[config.mk]
export PLATFORM = sky130hd
export DESIGN_NAME = alu_nibble_sequencer
export DESIGN_NICKNAME = d
export VERILOG_FILES = /design/src/rtl/alu_nibble_sequencer.sv
export SDC_FILE = /design/constraint.sdc
export NUM_CORES = 1
export LEC_CHECK = 0
export CORE_ASPECT_RATIO = 0.6
export CORE_MARGIN = 3
export CORE_UTILIZATION = 35
export CTS_BUF_LIST = sky130_fd_sc_hd__clkbuf_16
export DETAILED_ROUTE_END_ITERATION = 8
export GPL_ROUTABILITY_DRIVEN = 0
export PLACE_DENSITY_LB_ADDON = 0.1
export SYNTH_ARGS = -nofsm -noshare
export SYNTH_HDL_FRONTEND = slang
export SYNTH_SLANG_ARGS = --single-unit
[constraint.sdc]
create_clock -name clk -period 5.69 [get_ports clk]
set_input_delay 1.138 -clock clk [delete_from_list [all_inputs] [get_ports clk]]
set_output_delay 1.138 -clock clk [all_outputs]
set_load 0.02 [all_outputs]
[src/rtl/alu_nibble_sequencer.sv]
// alu_nibble_sequencer: runs one W-bit (W = 4*NIBBLES) operation through a
// shared 4-bit ALU, one nibble per cycle. Carry, borrow and shift bits are
// chained between nibbles, and the full-width result is returned with zero
// and carry flags.
//
// Handshakes (both sides): a transfer happens on a rising edge where
// valid && ready. The requester keeps req_* stable until it is accepted. The
// sequencer keeps rsp_* stable from the rise of rsp_valid until the edge
// where rsp_ready is seen high.
module alu_nibble_sequencer #(
  parameter  int NIBBLES = 4,
  localparam int W       = 4 * NIBBLES
) (
  input  logic         clk,
  input  logic         reset,
  input  logic         req_valid,
  output logic         req_ready,
  input  logic [3:0]   req_op,
  input  logic [W-1:0] req_a,
  input  logic [W-1:0] req_b,
  output logic         rsp_valid,
  input  logic         rsp_ready,
  output logic [W-1:0] rsp_c,
  output logic         rsp_zf,
  output logic         rsp_cf,
  output logic [3:0]   alu_opcode,
  output logic [3:0]   alu_a,
  output logic [3:0]   alu_b,
  input  logic [3:0]   alu_c,
  input  logic         alu_cf,
  output logic [1:0]   dbg_state
);

  // These opcode values are shared with the CPU control unit and the ALU.
  localparam logic [3:0] OP_AND   = 4'd0;
  localparam logic [3:0] OP_OR    = 4'd1;
  localparam logic [3:0] OP_XOR   = 4'd2;
  localparam logic [3:0] OP_NOT_A = 4'd3;
  localparam logic [3:0] OP_INC_A = 4'd4;
  localparam logic [3:0] OP_DEC_A = 4'd5;
  localparam logic [3:0] OP_SHL_A = 4'd6;
  localparam logic [3:0] OP_SHR_A = 4'd7;

  localparam int            IW       = (NIBBLES > 1) ? $clog2(NIBBLES) : 1;
  localparam logic [IW-1:0] IDX_LAST = IW'(NIBBLES - 1);

  typedef enum logic [1:0] {
    S_IDLE = 2'd0,
    S_RUN  = 2'd1,
    S_DONE = 2'd2
  } state_t;

  state_t         state_q, state_d;
  logic [3:0]     op_q, op_d;
  logic [W-1:0]   a_q, a_d;
  logic [W-1:0]   b_q, b_d;
  logic [W-1:0]   res_q, res_d;
  logic [IW-1:0]  idx_q, idx_d;
  logic           carry_q, carry_d;
  logic [W-1:0]   rsp_c_q, rsp_c_d;
  logic           rsp_zf_q, rsp_zf_d;
  logic           rsp_cf_q, rsp_cf_d;

  logic [3:0]     a_nib;
  logic [3:0]     b_nib;
  logic [3:0]     nib_res;
  logic           nib_carry;
  logic           is_shr;
  logic           last_nib;

  assign a_nib    = a_q[4*int'(idx_q) +: 4];
  assign b_nib    = b_q[4*int'(idx_q) +: 4];
  assign is_shr   = (op_q == OP_SHR_A);
  // SHR walks MSB->LSB and ends at nibble 0; everything else ends at the top.
  assign last_nib = is_shr ? (idx_q == '0) : (idx_q == IDX_LAST);

  // State and datapath registers; reset aborts any operation in flight.
  always_ff @(posedge clk or posedge reset) begin
    if (reset) begin
      state_q  <= S_IDLE;
      op_q     <= OP_AND;
      a_q      <= '0;
      b_q      <= '0;
      res_q    <= '0;
      idx_q    <= '0;
      carry_q  <= 1'b0;
      rsp_c_q  <= '0;
      rsp_zf_q <= 1'b0;
      rsp_cf_q <= 1'b0;
    end else begin
      state_q  <= state_d;
      op_q     <= op_d;
      a_q      <= a_d;
      b_q      <= b_d;
      res_q    <= res_d;
      idx_q    <= idx_d;
      carry_q  <= carry_d;
      rsp_c_q  <= rsp_c_d;
      rsp_zf_q <= rsp_zf_d;
      rsp_cf_q <= rsp_cf_d;
    end
  end

  // Next-state logic, ALU drive and per-nibble result/carry merge.
  always_comb begin
    state_d    = state_q;
    op_d       = op_q;
    a_d        = a_q;
    b_d        = b_q;
    res_d      = res_q;
    idx_d      = idx_q;
    carry_d    = carry_q;
    rsp_c_d    = rsp_c_q;
    rsp_zf_d   = rsp_zf_q;
    rsp_cf_d   = rsp_cf_q;
    alu_opcode = OP_AND;
    alu_a      = 4'h0;
    alu_b      = 4'h0;
    nib_res    = 4'h0;
    nib_carry  = 1'b0;

    case (state_q)
      S_IDLE: begin
        if (req_valid) begin
          op_d    = req_op;
          a_d     = req_a;
          b_d     = req_b;
          res_d   = '0;
          carry_d = 1'b0;
          idx_d   = (req_op == OP_SHR_A) ? IDX_LAST : '0;
          state_d = S_RUN;
        end
      end

      S_RUN: begin
        alu_a = a_nib;
        case (op_q)
          OP_AND, OP_OR, OP_XOR: begin
            alu_opcode = op_q;
            alu_b      = b_nib;
            nib_res    = alu_c;
          end
          OP_NOT_A: begin
            alu_opcode = OP_NOT_A;
            nib_res    = alu_c;
          end
          OP_INC_A, OP_DEC_A: begin
            // Above the first nibble, only a pending carry/borrow needs the
            // ALU; otherwise the nibble passes through unchanged.
            if ((idx_q == '0) || carry_q) begin
              alu_opcode = op_q;
              nib_res    = alu_c;
              nib_carry  = alu_cf;
            end else begin
              alu_opcode = OP_OR;
              nib_res    = alu_c;
            end
          end
          OP_SHL_A: begin
            alu_opcode = OP_SHL_A;
            nib_res    = {alu_c[3:1], alu_c[0] | carry_q};
            nib_carry  = alu_cf;
          end
          OP_SHR_A: begin
            alu_opcode = OP_SHR_A;
            nib_res    = {alu_c[3] | carry_q, alu_c[2:0]};
            nib_carry  = alu_cf;
          end
          default: begin
            // Unknown opcode: keep the ALU harmless and produce zero.
            alu_opcode = OP_AND;
            nib_res    = 4'h0;
          end
        endcase

        res_d[4*int'(idx_q) +: 4] = nib_res;
        carry_d                   = nib_carry;

        if (last_nib) begin
          state_d  = S_DONE;
          rsp_c_d  = res_d;
          rsp_cf_d = nib_carry;
          rsp_zf_d = (res_d == '0);
        end else begin
          idx_d = is_shr ? (idx_q - IW'(1)) : (idx_q + IW'(1));
        end
      end

      S_DONE: begin
        if (rsp_ready) begin
          state_d = S_IDLE;
        end
      end

      default: begin
        state_d = S_IDLE;
      end
    endcase
  end

  assign req_ready = (state_q == S_IDLE);
  assign rsp_valid = (state_q == S_DONE);
  assign rsp_c     = rsp_c_q;
  assign rsp_zf    = rsp_zf_q;
  assign rsp_cf    = rsp_cf_q;
  assign dbg_state = state_q;

endmodule

==> impl_metrics.xml, run 1 <==
<?xml version="1.0" encoding="UTF-8"?>
<metrics>
  <group name="outcome">
    <metric name="outcome" unit="">complete, no violations</metric>
  </group>
  <group name="timing">
    <metric name="rsz0062_at_grt" unit="">false</metric>
    <metric name="setup_total_negative_slack" unit="ns">0</metric>
    <metric name="timing_worst_slew_pin_value" unit="ns">0.981</metric>
    <metric name="max_freq" unit="GHz">0.248</metric>
    <metric name="period_share" unit="%">70.8</metric>
    <metric name="finalCriticalPeriod" unit="ns">4.03</metric>
    <metric name="report.final.slew_viol_count" unit="">0</metric>
    <metric name="clock_skew" unit="ns">0.00480</metric>
    <metric name="hold_viol" unit="">0</metric>
    <metric name="postLayoutSetupSlackWorst" unit="ns">1.66</metric>
    <metric name="setup_viol_count_final" unit="">0</metric>
    <metric name="timing.max_slew.rel_slack" unit="%">34.6</metric>
  </group>
  <group name="logic_synthesis">
    <metric name="yosys_warnings" unit="">0</metric>
    <metric name="synth.top_cells.by_area" unit="">sky130_fd_sc_hd__dfrtp_1, sky130_fd_sc_hd__mux2_1, sky130_fd_sc_hd__a21oi_1</metric>
    <metric name="post_synth_num_cell_types" unit="">48</metric>
    <metric name="yosysTopAreaCell" unit="">sky130_fd_sc_hd__dfrtp_1</metric>
    <metric name="synth_top_cell_area_share" unit="%">51.4</metric>
    <metric name="synth_enable_flop_cells" unit="">0</metric>
    <metric name="netlist_instances" unit="">311</metric>
    <metric name="yosys_register_bits" unit="">75</metric>
    <metric name="syn_nets" unit="">362</metric>
    <metric name="avgSynthCellArea" unit="sq um">11.7</metric>
    <metric name="asyncSetResetFlopFracSynth" unit="%">100</metric>
    <metric name="postSynth.topFlopCell" unit="">sky130_fd_sc_hd__dfrtp_1</metric>
    <metric name="syn_area" unit="sq mm">0.00365</metric>
    <metric name="portion_of_the_post_synthesis_area_used_by_sequential_elements" unit="%">51.4</metric>
  </group>
  <group name="route">
    <metric name="detail_route.first_pass.iterations" unit="">4</metric>
    <metric name="drcViolationCount" unit="">0</metric>
    <metric name="vias" unit="">2660</metric>
    <metric name="final_antenna_net_count" unit="">0</metric>
    <metric name="drt_iter0_markers" unit="">128</metric>
    <metric name="routedWlPerCell" unit="microns">16.7</metric>
    <metric name="drt-total-wl" unit="mm">8.76</metric>
    <metric name="vias_per_cell" unit="">5.07</metric>
  </group>
  <group name="hold_path">
    <metric name="hold_depth" unit="">1</metric>
    <metric name="worst_hold_class" unit="">flop to flop</metric>
    <metric name="worstHoldEndpoint" unit="">b_q[10]</metric>
    <metric name="hold_start" unit="">b_q[10]</metric>
  </group>
  <group name="setup_path">
    <metric name="crit-reg2reg-launch" unit="">idx_q[0]</metric>
    <metric name="timing.critical_path.from" unit="">idx_q[0]</metric>
    <metric name="reg2reg_setup_slack" unit="ns">2.92</metric>
    <metric name="setup.worst_path.end_class" unit="">output port</metric>
    <metric name="worst-endpoint-arrival" unit="ns">2.89</metric>
    <metric name="worst-endpoint-required" unit="ns">4.55</metric>
    <metric name="r2r_cells" unit="">7</metric>
    <metric name="crit_path_start_kind" unit="">flop</metric>
    <metric name="critical_path_class" unit="">flop to output port</metric>
    <metric name="timing.rr.end" unit="">rsp_zf</metric>
    <metric name="critical_path_fanout_max" unit="">17</metric>
  </group>
  <group name="clock_network">
    <metric name="clkSlewWorstSetupHoldPaths" unit="ns">0.06</metric>
    <metric name="cts_resized" unit="">0</metric>
    <metric name="cts_post_setup_buffers_inserted" unit="">0</metric>
    <metric name="clk_path_buf_depth" unit="">2</metric>
    <metric name="cts_max_level" unit="">3</metric>
    <metric name="cts.root.buffer_cell" unit="">sky130_fd_sc_hd__clkbuf_16</metric>
    <metric name="cts-buffers-inserted" unit="">9</metric>
    <metric name="cts-hold-fix-buffers" unit="">0</metric>
    <metric name="numClockSinks" unit="">75</metric>
    <metric name="clock_latency" unit="ns">0.34</metric>
    <metric name="cts_tree" unit="">built</metric>
  </group>
  <group name="global_route">
    <metric name="global_route_wire_length_before_repair" unit="mm">14.2</metric>
    <metric name="grtUsageMet3" unit="%">4.68</metric>
    <metric name="gr-total-overflow" unit="">0</metric>
    <metric name="top_usage_layer" unit="">met1</metric>
    <metric name="via_count_of_the_first_global_routing_pass" unit="">2690</metric>
    <metric name="antenna_found_initial" unit="">0</metric>
    <metric name="grt.met2_usage" unit="%">21.2</metric>
    <metric name="grtUsageTotal" unit="%">15.9</metric>
    <metric name="largest_net_degree_at_the_start_of_global_routing" unit="">44</metric>
    <metric name="groute.layer.met1.usage" unit="%">24.9</metric>
  </group>
  <group name="final_layout">
    <metric name="layout-area-overhead-vs-synth" unit="%">32.8</metric>
    <metric name="finish.instance_area" unit="sq mm">0.00484</metric>
    <metric name="post-route-util" unit="%">48.4</metric>
    <metric name="filler_cell_count" unit="">996</metric>
    <metric name="final_layout_size_suffix_gt1_share" unit="%">9.23</metric>
    <metric name="multiInputGateArea" unit="sq mm">0.00165</metric>
    <metric name="final_cells" unit="">525</metric>
    <metric name="antenna_cells" unit="">0</metric>
    <metric name="layout.nets" unit="">436</metric>
    <metric name="layout.area.seq" unit="sq mm">0.00188</metric>
  </group>
  <group name="floorplanning">
    <metric name="die_width" unit="microns">138</metric>
    <metric name="placementRows" unit="">28</metric>
    <metric name="die_y" unit="microns">85.1</metric>
    <metric name="start_util" unit="%">36.4</metric>
    <metric name="ios" unit="">79</metric>
    <metric name="core_area" unit="sq mm">0.0100</metric>
    <metric name="die-area" unit="sq mm">0.0117</metric>
  </group>
  <group name="power">
    <metric name="power.share.switching" unit="%">37.7</metric>
    <metric name="max-vdd-ir-drop" unit="V">0.000358</metric>
    <metric name="intPower" unit="uW">1770</metric>
    <metric name="sequentialPowerShare" unit="%">33.4</metric>
    <metric name="clock_power_share" unit="%">21.4</metric>
    <metric name="share_comb_of_total_power" unit="%">45.2</metric>
    <metric name="power_per_cell_area" unit="mW/mm^2">588</metric>
    <metric name="total_switching_power" unit="uW">1070</metric>
    <metric name="total_leakage_power" unit="uW">0.00202</metric>
  </group>
  <group name="placed_design">
    <metric name="placement.cell_area" unit="sq mm">0.00453</metric>
    <metric name="placement.io_buffers" unit="">77</metric>
    <metric name="place_inst" unit="">509</metric>
    <metric name="hpwlAfterDp" unit="mm">6.26</metric>
    <metric name="detailedPlace.worstSlack" unit="ns">1.93</metric>
  </group>
  <group name="job">
    <metric name="cap_viol_max_count" unit="">0</metric>
  </group>
</metrics>
-- worst max-delay path by stage --
stage | endpoint | cells after the start
floorplan | a_q[0] | 1
global placement | alu_opcode[0] | 6
detailed placement | alu_opcode[0] | 6
CTS | alu_opcode[0] | 6
global route | alu_opcode[0] | 6
finish | alu_opcode[2] | 5
-- state kept, by name, summed over array words and instances (netlist names) --
name	cells
rsp_zf	1
rsp_cf	1
op_q	4
idx_q	2
dbg_state	2
rsp_c	16
a_q	16
b_q	16
res_q	16
carry_q	1
-- stage by stage --
step                      hold slack [ns]  total power, uW
after CTS                           0.485             2880
after detailed placement            0.472             2260
final                               0.482             2850
after global routing                0.496             3050
after floorplan                     0.452             1790
after global placement              0.464             2250
-- final cells by class --
| type | count | share of cell area (%) |
|---|---|---|
| repair buffers | 82 | 16.7 |
| inverters | 5 | 0.387 |
| multi-input cells | 212 | 34.1 |
| flip-flops and latches | 75 | 38.7 |
| clock buffers | 9 | 4.65 |
| clock inverters | 7 | 1.91 |
| well taps | 135 | 3.49 |
-- routing by layer --
layer  part of all wire [%]  up-vias
met1                     54     1308
met4                    1.1        0
li1                       -     1277
met2                     40       67
met5                      0        -
met3                    5.5        8
-- power groups by stage --
stage               Clock [uW]  Sequential [uW]  Combinational [uW]
detailed placement           0              965                1300
global route               646              995                1410
global placement             0              960                1290
finish                     608              952                1290
CTS                        622              956                1300
floorplan                    0              969                 823
-- worst max-delay path: stages, from the launching register on --
cell and delay (ns):
sky130_fd_sc_hd__dfrtp_1 0.87, sky130_fd_sc_hd__inv_1 0.26, sky130_fd_sc_hd__ha_1 0.36, sky130_fd_sc_hd__or3_1 0.35, sky130_fd_sc_hd__and3_1 0.18, sky130_fd_sc_hd__clkdlybuf4s50_1 0.53
-- layout by cell type, fill, tap and decap left out, types with 4 or more instances in the layout --
master,Yosys,final
sky130_fd_sc_hd__nor2_1,23,23
sky130_fd_sc_hd__inv_1,5,4
sky130_fd_sc_hd__mux2_1,36,36
sky130_fd_sc_hd__ha_1,6,6
sky130_fd_sc_hd__mux4_2,8,8
sky130_fd_sc_hd__nand2_1,7,7
sky130_fd_sc_hd__a21oi_1,36,36
sky130_fd_sc_hd__nor2b_1,19,19
sky130_fd_sc_hd__a22o_1,8,8
sky130_fd_sc_hd__a32o_1,5,5
sky130_fd_sc_hd__dfrtp_1,75,75
sky130_fd_sc_hd__nor3_1,5,5
sky130_fd_sc_hd__clkdlybuf4s50_1,0,77
sky130_fd_sc_hd__nand2b_1,4,4
sky130_fd_sc_hd__clkbuf_16,0,9
sky130_fd_sc_hd__o21ai_1,6,6
sky130_fd_sc_hd__o22ai_1,5,5
sky130_fd_sc_hd__and3_1,5,5
sky130_fd_sc_hd__buf_4,2,5
sky130_fd_sc_hd__and2_1,7,6
-- Yosys cell counts, types with 2 or more instances --
| cell | count |
|---|---|
| sky130_fd_sc_hd__nand2_1 | 7 |
| sky130_fd_sc_hd__nand2b_1 | 4 |
| sky130_fd_sc_hd__nor2_1 | 23 |
| sky130_fd_sc_hd__dfrtp_1 | 75 |
| sky130_fd_sc_hd__buf_4 | 2 |
| sky130_fd_sc_hd__o21ai_1 | 6 |
| sky130_fd_sc_hd__o22ai_1 | 5 |
| sky130_fd_sc_hd__and4bb_1 | 2 |
| sky130_fd_sc_hd__a32o_1 | 5 |
| sky130_fd_sc_hd__and2_1 | 7 |
| sky130_fd_sc_hd__inv_1 | 5 |
| sky130_fd_sc_hd__nand4b_1 | 3 |
| sky130_fd_sc_hd__clkbuf_1 | 4 |
| sky130_fd_sc_hd__o31ai_1 | 2 |
| sky130_fd_sc_hd__nand4_1 | 2 |
| sky130_fd_sc_hd__nor2b_1 | 19 |
| sky130_fd_sc_hd__mux2_1 | 36 |
| sky130_fd_sc_hd__nor3_1 | 5 |
| sky130_fd_sc_hd__a22o_1 | 8 |
| sky130_fd_sc_hd__buf_2 | 11 |
| sky130_fd_sc_hd__a21oi_1 | 36 |
| sky130_fd_sc_hd__mux4_2 | 8 |
| sky130_fd_sc_hd__o21ai_0 | 2 |
| sky130_fd_sc_hd__ha_1 | 6 |
| sky130_fd_sc_hd__and3_1 | 5 |
-- cell families (layout without fill, tap and decap cells) --
logic type                 Yosys count  count (layout)  share of synthesized area, %
AOI/OAI and AO/OA                   73              73                          12.7
xor gates and xnor gates             1               1                         0.240
adders and majority gates            6               6                          2.06
buffers and inverters               24             103                          3.26
DFF                                 75              75                          51.4
muxes                               46              46                          16.9
other                                1               1                         0.103
and+or+nand+nor                     85              85                          13.3
Note: power is estimated with default switching activity, not from simulation.
==> run 2, diff against run 1 <==
- clock period: 5.69 -> 3.35 ns (I/O delays scaled with it)
==> impl_metrics.xml, run 2 (synthesis results as in run 1) <==
<?xml version="1.0" encoding="UTF-8"?>
<metrics>
  <group name="global_route">
    <metric name="grtUsageTotal" unit="%">16.3</metric>
    <metric name="global_route_wire_length_before_repair" unit="mm">14.4</metric>
    <metric name="largest_net_degree_at_the_start_of_global_routing" unit="">44</metric>
    <metric name="gr-total-overflow" unit="">0</metric>
    <metric name="antenna_found_initial" unit="">0</metric>
    <metric name="via_count_of_the_first_global_routing_pass" unit="">2671</metric>
  </group>
  <group name="clock_network">
    <metric name="numClockSinks" unit="">75</metric>
    <metric name="cts_resized" unit="">0</metric>
    <metric name="clk_path_buf_depth" unit="">2</metric>
    <metric name="clock_latency" unit="ns">0.34</metric>
    <metric name="clkSlewWorstSetupHoldPaths" unit="ns">0.05</metric>
    <metric name="cts.root.buffer_cell" unit="">sky130_fd_sc_hd__clkbuf_16</metric>
    <metric name="cts_post_setup_buffers_inserted" unit="">0</metric>
    <metric name="cts_max_level" unit="">3</metric>
    <metric name="cts-buffers-inserted" unit="">9</metric>
    <metric name="cts_tree" unit="">built</metric>
    <metric name="cts-hold-fix-buffers" unit="">0</metric>
  </group>
  <group name="final_layout">
    <metric name="layout.cells.most_common" unit="">sky130_fd_sc_hd__clkdlybuf4s50_1</metric>
    <metric name="filler_cell_count" unit="">925</metric>
    <metric name="final_cell_mix" unit="">sky130_fd_sc_hd__clkdlybuf4s50_1, sky130_fd_sc_hd__dfrtp_1, sky130_fd_sc_hd__mux2_1, sky130_fd_sc_hd__a21oi_1, sky130_fd_sc_hd__nor2_1</metric>
    <metric name="multiInputGateArea" unit="sq mm">0.00165</metric>
    <metric name="layout.nets" unit="">442</metric>
    <metric name="layout.area.seq" unit="sq mm">0.00188</metric>
    <metric name="antenna_cells" unit="">0</metric>
    <metric name="finish.instance_area" unit="sq mm">0.00491</metric>
    <metric name="layout-area-overhead-vs-synth" unit="%">34.7</metric>
    <metric name="final_layout_size_suffix_gt1_share" unit="%">10.6</metric>
  </group>
  <group name="setup_path">
    <metric name="setup.worst_path.end_class" unit="">output port</metric>
    <metric name="critical_path_class" unit="">flop to output port</metric>
    <metric name="crit_path_start_kind" unit="">flop</metric>
    <metric name="worst-endpoint-required" unit="ns">2.68</metric>
    <metric name="critical_path_fanout_max" unit="">16</metric>
    <metric name="worst-endpoint-arrival" unit="ns">2.21</metric>
  </group>
  <group name="floorplanning">
    <metric name="start_util" unit="%">36.4</metric>
    <metric name="placementRows" unit="">28</metric>
    <metric name="core_area" unit="sq mm">0.0100</metric>
    <metric name="ios" unit="">79</metric>
    <metric name="die_y" unit="microns">85.1</metric>
    <metric name="die-area" unit="sq mm">0.0117</metric>
    <metric name="die_width" unit="microns">138</metric>
  </group>
  <group name="power">
    <metric name="total_leakage_power" unit="uW">0.00205</metric>
    <metric name="max-vdd-ir-drop" unit="V">0.000446</metric>
    <metric name="power_per_cell_area" unit="mW/mm^2">1010</metric>
  </group>
  <group name="placed_design">
    <metric name="placement.cell_area" unit="sq mm">0.00457</metric>
    <metric name="detailedPlace.worstSlack" unit="ns">0.799</metric>
    <metric name="placement.io_buffers" unit="">77</metric>
    <metric name="hpwlAfterDp" unit="mm">6.32</metric>
  </group>
  <group name="hold_path">
    <metric name="worst_hold_class" unit="">flop to flop</metric>
  </group>
  <group name="timing">
    <metric name="setup_viol_count_final" unit="">0</metric>
    <metric name="finalCriticalPeriod" unit="ns">2.88</metric>
    <metric name="period_share" unit="%">86.0</metric>
    <metric name="hold_viol" unit="">0</metric>
    <metric name="setup_total_negative_slack" unit="ns">0</metric>
    <metric name="rsz0062_at_grt" unit="">false</metric>
    <metric name="postLayoutSetupSlackWorst" unit="ns">0.469</metric>
    <metric name="timing_worst_slew_pin_value" unit="ns">0.670</metric>
    <metric name="timing.max_slew.rel_slack" unit="%">55.0</metric>
    <metric name="clock_skew" unit="ns">0.00752</metric>
    <metric name="max_freq" unit="GHz">0.347</metric>
    <metric name="report.final.slew_viol_count" unit="">0</metric>
  </group>
  <group name="route">
    <metric name="routedWlPerCell" unit="microns">16.6</metric>
    <metric name="drt-total-wl" unit="mm">8.82</metric>
    <metric name="drt_iter0_markers" unit="">135</metric>
    <metric name="drcViolationCount" unit="">0</metric>
    <metric name="detail_route.first_pass.iterations" unit="">4</metric>
    <metric name="vias_per_cell" unit="">4.99</metric>
    <metric name="vias" unit="">2651</metric>
    <metric name="final_antenna_net_count" unit="">0</metric>
  </group>
  <group name="outcome">
    <metric name="outcome" unit="">complete, no violations</metric>
  </group>
  <group name="job">
    <metric name="cap_viol_max_count" unit="">0</metric>
  </group>
</metrics>
-- run 2: layout make-up --
cell class	instances	area share [%]
Clock inverter	7	2.37
Clock buffer	9	4.58
Tap cell	135	3.44
Inverter	5	0.382
Multi-Input combinational cell	212	33.7
Timing Repair Buffer	88	17.4
Sequential cell	75	38.2
-- run 2: critical path, stage by stage (launching register included) --
cell,delay (ns)
sky130_fd_sc_hd__dfrtp_1,0.34
sky130_fd_sc_hd__buf_4,0.27
sky130_fd_sc_hd__mux4_2,0.53
sky130_fd_sc_hd__and3_1,0.19
sky130_fd_sc_hd__clkdlybuf4s50_1,0.53
-- run 2: worst paths after layout --
path,from,to,slack [ns],cells after the start
setup reg to reg,idx_q[0],rsp_zf,1.25,7
hold / removal,b_q[10],b_q[10],0.48,1
setup / recovery,idx_q[0],alu_b[1],0.47,4
max in group asynchronous,reset,idx_q[1],2.17,3
min in group asynchronous,reset,a_q[5],0.75,3
hold reg to reg,b_q[10],b_q[10],0.48,1
-- run 2: stage by stage --
stage / total power (uW) / utilization [%] / hold slack (ns) / std cells
6_report: 4950 / 49.0 / 0.481 / 531
5_1_grt: 5310 / 49.0 / 0.497 / 531
4_1_cts: 5010 / 49.0 / 0.486 / 531
3_5_place_dp: 3880 / 45.6 / 0.473 / 515
3_3_place_gp: 3860 / 45.6 / 0.466 / 515
2_1_floorplan: 3040 / - / 0.452 / 311
-- run 2: metal layers --
metal	vias to the layer above	share of wire (%)	GRT usage, %
li1	1289	-	-
met1	1280	52	24.7
met2	74	40	21.7
met3	8	6.6	5.39
met4	0	1.2	5.38
met5	-	0	0
-- run 2: power breakdown --
part | switching, uW | internal (uW)
Clock | 387 | 725
Combinational | 1210 | 1090
Sequential | 241 | 1300
Total | 1840 | 3120
==> run 3, diff against run 2 <==
- SKIP_LAST_GASP: default -> 1
==> results of run 3 <==
The final DEF is identical to that of run 2; final timing and power are the same.
